--- config.mk ---
export PLATFORM = sky130hd
export DESIGN_NAME = convolution3
export DESIGN_NICKNAME = d
export VERILOG_FILES = /design/src/rtl/convolution3.sv
export SDC_FILE = /design/constraint.sdc
export NUM_CORES = 2
export LEC_CHECK = 0
export CAP_MARGIN = 20
export CORE_MARGIN = 8
export CORE_UTILIZATION = 55
export CTS_CLUSTER_DIAMETER = 120
export CTS_CLUSTER_SIZE = 28
export DETAILED_ROUTE_END_ITERATION = 10
export GPL_TIMING_DRIVEN = 0
export PLACE_DENSITY = 0.75
export SKIP_CTS_REPAIR_TIMING = 1
export SYNTH_ARGS = -nofsm -noshare
export SYNTH_HDL_FRONTEND = slang
export SYNTH_SLANG_ARGS = --single-unit
--- constraint.sdc ---
create_clock -name i_clk -period 9.1 [get_ports i_clk]
set_input_delay 1.82 -clock i_clk [delete_from_list [all_inputs] [get_ports i_clk]]
set_output_delay 1.82 -clock i_clk [all_outputs]
set_load 0.01 [all_outputs]
--- src/rtl/convolution3.sv ---
// convolution3 -- two-stage pipelined 3x3 multiply-accumulate window.
//
// o_result = i_cumulative_sum + sum(i_data[r][c] * i_kernel[r][c]), unsigned,
// with no kernel flip. One input set is accepted per clock. The result
// appears two rising edges after its inputs are sampled.
//
// Ports
//   i_clk            : clock, rising edge
//   i_rst_n          : synchronous active-low reset; clears both stages
//   i_data[3][3]     : image window, DATA_WIDTH unsigned per element
//   i_kernel[3][3]   : weights, DATA_WIDTH unsigned per element
//   i_cumulative_sum : 3*DATA_WIDTH partial sum from a previous channel
//   o_result         : 3*DATA_WIDTH registered result
//
// Build option
//   CONV3_SATURATE_EN : when defined, an oversized sum clamps to all-ones.
//                       When undefined, the sum wraps modulo 2^(3*DATA_WIDTH).

// Single element multiplier. Operands are zero-extended first, so the
// product is computed at its full 2*W width.
module conv3_mul #(
  parameter int W = 8
) (
  input  logic [W-1:0]   a,
  input  logic [W-1:0]   b,
  output logic [2*W-1:0] p
);
  assign p = {{W{1'b0}}, a} * {{W{1'b0}}, b};
endmodule

module convolution3 #(
  parameter int DATA_WIDTH = 8
) (
  input  logic                    i_clk,
  input  logic                    i_rst_n,
  input  logic [DATA_WIDTH-1:0]   i_data   [3][3],
  input  logic [DATA_WIDTH-1:0]   i_kernel [3][3],
  input  logic [3*DATA_WIDTH-1:0] i_cumulative_sum,
  output logic [3*DATA_WIDTH-1:0] o_result
);
  localparam int N_TAPS = 9;
  localparam int PROD_W = 2 * DATA_WIDTH;
  localparam int OUT_W  = 3 * DATA_WIDTH;
  // Nine full-scale products plus a full-scale partial sum need at most
  // OUT_W+2 bits at small widths; four spare bits covers the whole range.
  localparam int SUM_W  = OUT_W + 4;

  // Stage 1: products and partial sum
  logic [PROD_W-1:0] prod_d [N_TAPS];
  logic [PROD_W-1:0] prod_q [N_TAPS];
  logic [OUT_W-1:0]  cum_d;
  logic [OUT_W-1:0]  cum_q;

  // Stage 2: reduced sum
  logic [SUM_W-1:0]  sum_full;
  logic [OUT_W-1:0]  result_d;
  logic [OUT_W-1:0]  result_q;

  for (genvar r = 0; r < 3; r++) begin : g_row
    for (genvar c = 0; c < 3; c++) begin : g_col
      conv3_mul #(.W(DATA_WIDTH)) u_mul (
        .a (i_data[r][c]),
        .b (i_kernel[r][c]),
        .p (prod_d[r*3+c])
      );
    end
  end

  always_comb begin
    cum_d = i_cumulative_sum;
  end

  always_comb begin
    sum_full = {{(SUM_W-OUT_W){1'b0}}, cum_q};
    for (int i = 0; i < N_TAPS; i++) begin
      sum_full = sum_full + {{(SUM_W-PROD_W){1'b0}}, prod_q[i]};
    end
`ifdef CONV3_SATURATE_EN
    if (|sum_full[SUM_W-1:OUT_W]) result_d = {OUT_W{1'b1}};
    else                          result_d = sum_full[OUT_W-1:0];
`else
    result_d = OUT_W'(sum_full);
`endif
  end

  always_ff @(posedge i_clk) begin
    if (!i_rst_n) begin
      for (int i = 0; i < N_TAPS; i++) prod_q[i] <= '0;
      cum_q    <= '0;
      result_q <= '0;
    end else begin
      for (int i = 0; i < N_TAPS; i++) prod_q[i] <= prod_d[i];
      cum_q    <= cum_d;
      result_q <= result_d;
    end
  end

  assign o_result = result_q;

endmodule

Word-level counts from Yosys, hierarchy flattened
Memories as Yosys holds them, arrays and structs flattened.
Index checks and enable logic that the tools add are counted.

operators by class
  add/subtract/negate cells = 9
  $mul = 9
  multiplexer cells = 11
  bitwise logic cells = 9

operators by type and width
  cell                        count
  adder 24 x 16 -> 24 bit     9
  multiplier 8 x 8 -> 16 bit  9
  2-to-1 mux 16 bit           9
  bitwise OR 1 bit            9
  2-to-1 mux 1 bit            2

word-level totals
  register bits = 48
  bits in writable memories = 144
  bits of input ports = 170
  output and inout bits = 24
  logic and storage cells = 41
  memories = 1

memory list
  name    words  width  read ports  clocked after memory_dff  wr ports  line  text
  prod_q  9      16     9           0                         9         50    logic [PROD_W-1:0] prod_q [N_TAPS];

Depth between registers and ports, before layout
  depth in word-level cells = 9
  mapped depth = 18
  mapped depth without buffers = 18

By module
A second synthesis with hierarchy kept.

second synthesis, totals
  cells, all modules = 3054
  area total of the unflattened synthesis = 28637.5 um^2

modules (own cells, without submodules)
  module                                    times used  cells an instance  area each (um^2)
  convolution3                              1           867                9521.6
  conv3_mul at g_row[1].g_col[1].u_mul ...  4           243                2132.0
  conv3_mul at g_row[0].g_col[0].u_mul ...  4           243                2114.5
  conv3_mul at g_row[2].g_col[2].u_mul      1           243                2129.5

Worst setup path before layout
No wires, ideal clock.

  path type = in2reg
  start point = input i_data[37] in the netlist's numbering
  end point = memory prod_q[0][76] in the netlist's numbering
  library setup time = 0.072 ns
  data arrival time = 5.623 ns
  data required time = 9.028 ns
  slack = 3.405 ns
  stages = 14
  buffers on the path = 1
  cell sequence = clkbuf_1 > nand2_1 > fa_1 > fa_1 > inv_1 > fa_1 > inv_1 > fa_1 > inv_1 > ha_1 > or4_1 > and3_1 > a31oi_1 > mux2i_1

RTL lines
  what         line  text
  from (decl)  36    input logic [DATA_WIDTH-1:0] i_data [3][3],
  to (decl)    50

==> results.txt <==
Result of the run -> completed
Reg2Reg Depth -> 15
Detailed placer's ending HPWL -> 57500 microns
Clk buf depth -> 2
Headroom to the max-slew limit -> 0.191
Violation count after the first detailed-routing iteration -> 1197
Number of standard-cell rows in the floorplan -> 81
Via density per instance -> 5.39
Fill cell instance count of the final layout -> 4082
H-tree lvl count -> 4
Highest clock rate -> 0.165 GHz
Maximum number of pins on one net before global-route repair -> 21
Type of the worst setup path -> input pin to flip-flop
Initial core utilization -> 0.557
Asr flop ratio synth -> 0
Largest fanout of any net on the critical path -> 8
Cts bufs inserted -> 17
Remaining Overflow, GRT -> 0
Root cell of the clock tree -> clkbuf_16
Synth-to-layout area growth -> 12.1%
Crit path capture type -> flip-flop
Netlist Area Pre-Place -> 27300 sq um
Die Span X -> 239 microns
Cell depth of the worst min-delay path -> 2
Register area -> 3840 sq um
Post-synth cell types -> 59
First-pass GRT wire length -> 113000 microns
Nets -> 4149
Slew at the pin closest to its max-slew limit -> 1.21 ns
Yosys synthesis warning count -> 0
Top flip-flop cell by instance count after synthesis -> dfxtp_1
Post-detailed-route DRC marker count -> 0
Number of global-route vias before repair -> 22600
Final WL -> 68000 microns
Source of the critical timing path -> i_kernel[34]
Share of layout cells above drive strength 1 -> 0.0169
Number of register bits inferred by synthesis -> 192
Core ar. -> 49000 sq um
Antenna violations before repair -> 2
IO Pins -> 194
Post-synthesis area per instance -> 9.19 sq um
# port buffers -> 186
Weighted congestion reported at the end of routability-driven placement -> 0.935
Worst reg2reg path startpoint -> prod_q[0][82]$_SDFF_PN0_
Detailed Routing Iterations Pass 1 -> 5
GRT Util Overall -> 0.244
Post-layout min period -> 6.06 ns
Launch instance of the worst min-delay path -> cum_q[23]$_SDFF_PN0_
Most area-hungry cell type in the Yosys netlist -> fa_1
Required time worst endpoint -> 9.45 ns
Post-Route Setup TNS -> 0 ns
Die H -> 239 microns
Sequential share of the synthesized area -> 0.141
Ranking of synthesized cells by instance count -> inv_1, fa_1, and2_1, ha_1, nand2_1
Leading cell types by total area after synthesis -> fa_1, ha_1, dfxtp_1, and2_1, inv_1
Clock tree from TritonCTS -> built
Most frequent cell after synthesis -> inv_1
Die Area -> 56900 sq um
Multi-input logic area -> 21100 sq um
Number of hold violations in the final report -> 0
Detail-routed net length per standard cell -> 17.6 microns
Cell count after synthesis -> 2968
Worst hold-check path type -> flip-flop to flip-flop
Routed vias -> 20800
Number of synthesized flops with an enable pin -> 0
Insertion delay of the later-clocked pin in the worst-skew pair -> 0.44 ns
Post-synthesis net count -> 3944
Final cycle utilization of the critical path -> 0.665
Number of max-capacitance violations reported -> 0
Final count of pins violating max slew -> 0
Worst clock skew -> 0.0128 ns
TritonCTS sink count -> 192
Clock transition time at the flip-flop clock pins of the worst setup and hold paths -> 0.08 ns
Arr. time, crit path -> 6.40 ns
Setup-violating endpoint count in the final report -> 0
Routed Antenna Nets -> 0
RSZ-0062 raised after global routing -> false
Fraction of post-synthesis cell area in the top cell type by area -> 0.330
Kind of launch point of the worst setup path -> input pin
==> critical path: stages <==
cell and delay [ns]:
clkdlybuf4s50_1 0.67, nand2_1 0.14, fa_1 0.53, fa_1 0.55, inv_1 0.05, fa_1 0.47
inv_1 0.05, fa_1 0.48, inv_1 0.06, ha_1 0.33, or4_1 0.52, and3_1 0.23
a31oi_1 0.22, mux2i_1 0.27
==> kinds of logic (layout without fill, tap and decap cells) <==
group / count (synthesis) / after routing / synth area share
buffers and inverters: 610 / 828 / 0.0841
flip-flops: 192 / 192 / 0.141
XOR/XNOR: 59 / 59 / 0.0190
AND/OR/NAND/NOR: 992 / 992 / 0.185
other: 0 / 2 / 0
multiplexers: 32 / 32 / 0.0118
adder cells (fa/ha/maj): 806 / 806 / 0.494
AO/OA/AOI/OAI: 277 / 277 / 0.0657
==> cells in the final DEF, fill, tap and decap left out, types with 35 or more instances in the layout <==
master,n
xor2_1,35
clkdlybuf4s50_1,186
fa_1,449
and2_1,363
a21oi_1,87
dfxtp_1,192
nor3_1,47
nand2_1,330
a21o_1,48
inv_1,574
nor2_1,119
ha_1,357
==> per-stage QoR <==
stage	utilization	worst slack, ns	hold WS (ns)	std cells	instance area [sq um]
after floorplan	-	3.41	0.443	2968	27300
after global placement	0.612	2.67	0.462	3818	30000
after detailed placement	0.612	2.62	0.465	3818	30000
after CTS	0.624	3.04	0.485	3850	30500
after global routing	0.624	2.85	0.551	3851	30500
final	0.624	3.04	0.486	3852	30500
==> final timing paths <==
kind | to | slack (ns)
max | prod_q[0][76]$_SDFF_PN0_ | 3.04
min | o_result[23]$_SDFF_PN0_ | 0.49
max reg2reg | o_result[19]$_SDFF_PN0_ | 3.58
min reg2reg | o_result[23]$_SDFF_PN0_ | 0.49
==> sequential cells by signal, summed over array words and instances (netlist names) <==
signal and count:
prod_q 144, o_result 24, cum_q 24
==> layer usage <==
layer	vias to the layer above	track usage	part of all wire
li1	9663	-	-
met1	10400	0.311	0.42
met4	0	0.0763	0.030
met2	534	0.433	0.50
met3	110	0.0244	0.045
met5	-	0	0
==> area by class of cell <==
type / instances / area share
antenna: 2 / 0.000164
buffer: 36 / 0.00451
clock buffer: 18 / 0.0140
clock inverter: 14 / 0.00524
inverter: 574 / 0.0705
multi-input combinational: 2166 / 0.692
sequential: 192 / 0.126
tap: 664 / 0.0272
timing repair buffer: 186 / 0.0609
Power is not shown: default switching activity piles up to over one toggle a cycle in this logic, so the estimate is an artifact.
==> patch (config.mk and constraints unchanged) <==
Register the input `i_cumulative_sum` before use, without a reset. The logic sees it one clock later. The other inputs are not delayed to match.
--- a/src/rtl/convolution3.sv
+++ b/src/rtl/convolution3.sv
@@ -47,2 +47,8 @@
 
+  logic [3*DATA_WIDTH-1:0] i_cumulative_sum_q;
+
+  always_ff @(posedge i_clk) begin
+    i_cumulative_sum_q <= i_cumulative_sum;
+  end
+
   // Stage 1: products and partial sum
@@ -69,3 +75,3 @@
   always_comb begin
-    cum_d = i_cumulative_sum;
+    cum_d = i_cumulative_sum_q;
   end
Formal check against the unedited RTL: not equivalent (a bounded check fails within 4 cycles, from zero or initial values and one cycle with i_rst_n low).
==> patch against the unedited design <==
Global-route usage hardly changed. Maximum frequency is 0.82% lower. Sequential cell count is 24 higher. Wire length is 2.7% higher. Via count is 0.98% higher. Count of clock-buffer cells in the layout is 7 lower. Worst setup slack worse by 0.050 ns. Cell area is 1.0% higher. Area after synthesis is 2.3% higher. Critical path type unchanged.
Power is not shown: default switching activity piles up to over one toggle a cycle in this logic, so the estimate is an artifact.
==> patch: results (changes against the unedited design) <==
Syn Nets=3998 (was 3944); FF+latch area=4320 µm² (was 3840 µm²); multi-input combinational area share=68.7% (was 69.2%); CLK BUF=11 (was 18); Seq/Total Area, Yosys=15.5% (was 14.1%); bufs w/o clock=223 (was 222); Slew @ Worst Pin=1.11 ns (was 1.21 ns); Port Buf Inserts=185 (was 186); post-synthesis cell type count=63 (was 59); comb_multi_in=2181 (was 2166); M3 GR Usage=2.45% (was 2.44%); inverters=587 (was 574); crit path DAT=6.43 ns (was 6.40 ns); drt wl/cell=17.9 µm (was 17.6 µm); highest routed metal layer=met5 (was met4); top post-synthesis cells by count=inv_1 (586), fa_1 (449), nand2_1 (363) (was inv_1 (574), fa_1 (449), and2_1 (363)); placed cell area=30600 µm² (was 30000 µm²); NonClk Buf Share=6.51% (was 6.55%); WL met3=3670 µm (was 3060 µm); M1 WL=28700 µm (was 28600 µm); GRT met2 Usage=44.2% (was 43.3%); Clock Tree Buf Depth=3 (was 2); clk slew on worst S/H paths=0.10 ns (was 0.08 ns); vias per inst=5.38 (was 5.39); status=finished, final reports clean (unchanged); setup slack at placement=2.56 ns (was 2.62 ns); share of cells above drive strength 1=1.27% (was 1.69%); DR iter-0 viols=1104 (was 1197); Final Net Count=4196 (was 4149); ClkCell Share=0.920% (was 1.93%); first-pass GRT wire length=114000 µm (was 113000 µm); Fill cells=4279 (was 4082); Detail Route met2 WL=35600 µm (was 34200 µm); placer's final routability congestion estimate=0.916 (was 0.935); Detailed Place HPWL=59200 µm (was 57500 µm); Synth area leaders=fa_1 (32%), ha_1 (16%), dfxtp_1 (16%) (was fa_1 (33%), ha_1 (16%), dfxtp_1 (14%))
-- patch: final timing paths --
path / start / depth (start not counted) / slack (ns) / end
setup / recovery: i_kernel[50] / 14 / 2.99 / prod_q[0][46]$_SDFF_PN0_
hold / removal: cum_d[7]$_DFF_P_ / 1 / 0.45 / cum_q[7]$_SDFF_PN0_
setup reg to reg: cum_q[10]$_SDFF_PN0_ / 17 / 4.00 / o_result[13]$_SDFF_PN0_
hold reg to reg: cum_d[7]$_DFF_P_ / 1 / 0.45 / cum_q[7]$_SDFF_PN0_
-- patch: cell families (layout without fill, tap and decap cells) --
kind of cell               Yosys count  count (layout)  synth area share [%]
buffers and inverters              625             822                  8.47
other                                0               2                     0
and+or+nand+nor                    998             998                  17.9
DFF                                216             216                  15.5
AOI/OAI and AO/OA                  295             295                  7.06
xor gates and xnor gates            38              38                  1.19
muxes                               44              44                  1.58
adders and majority gates          806             806                  48.3
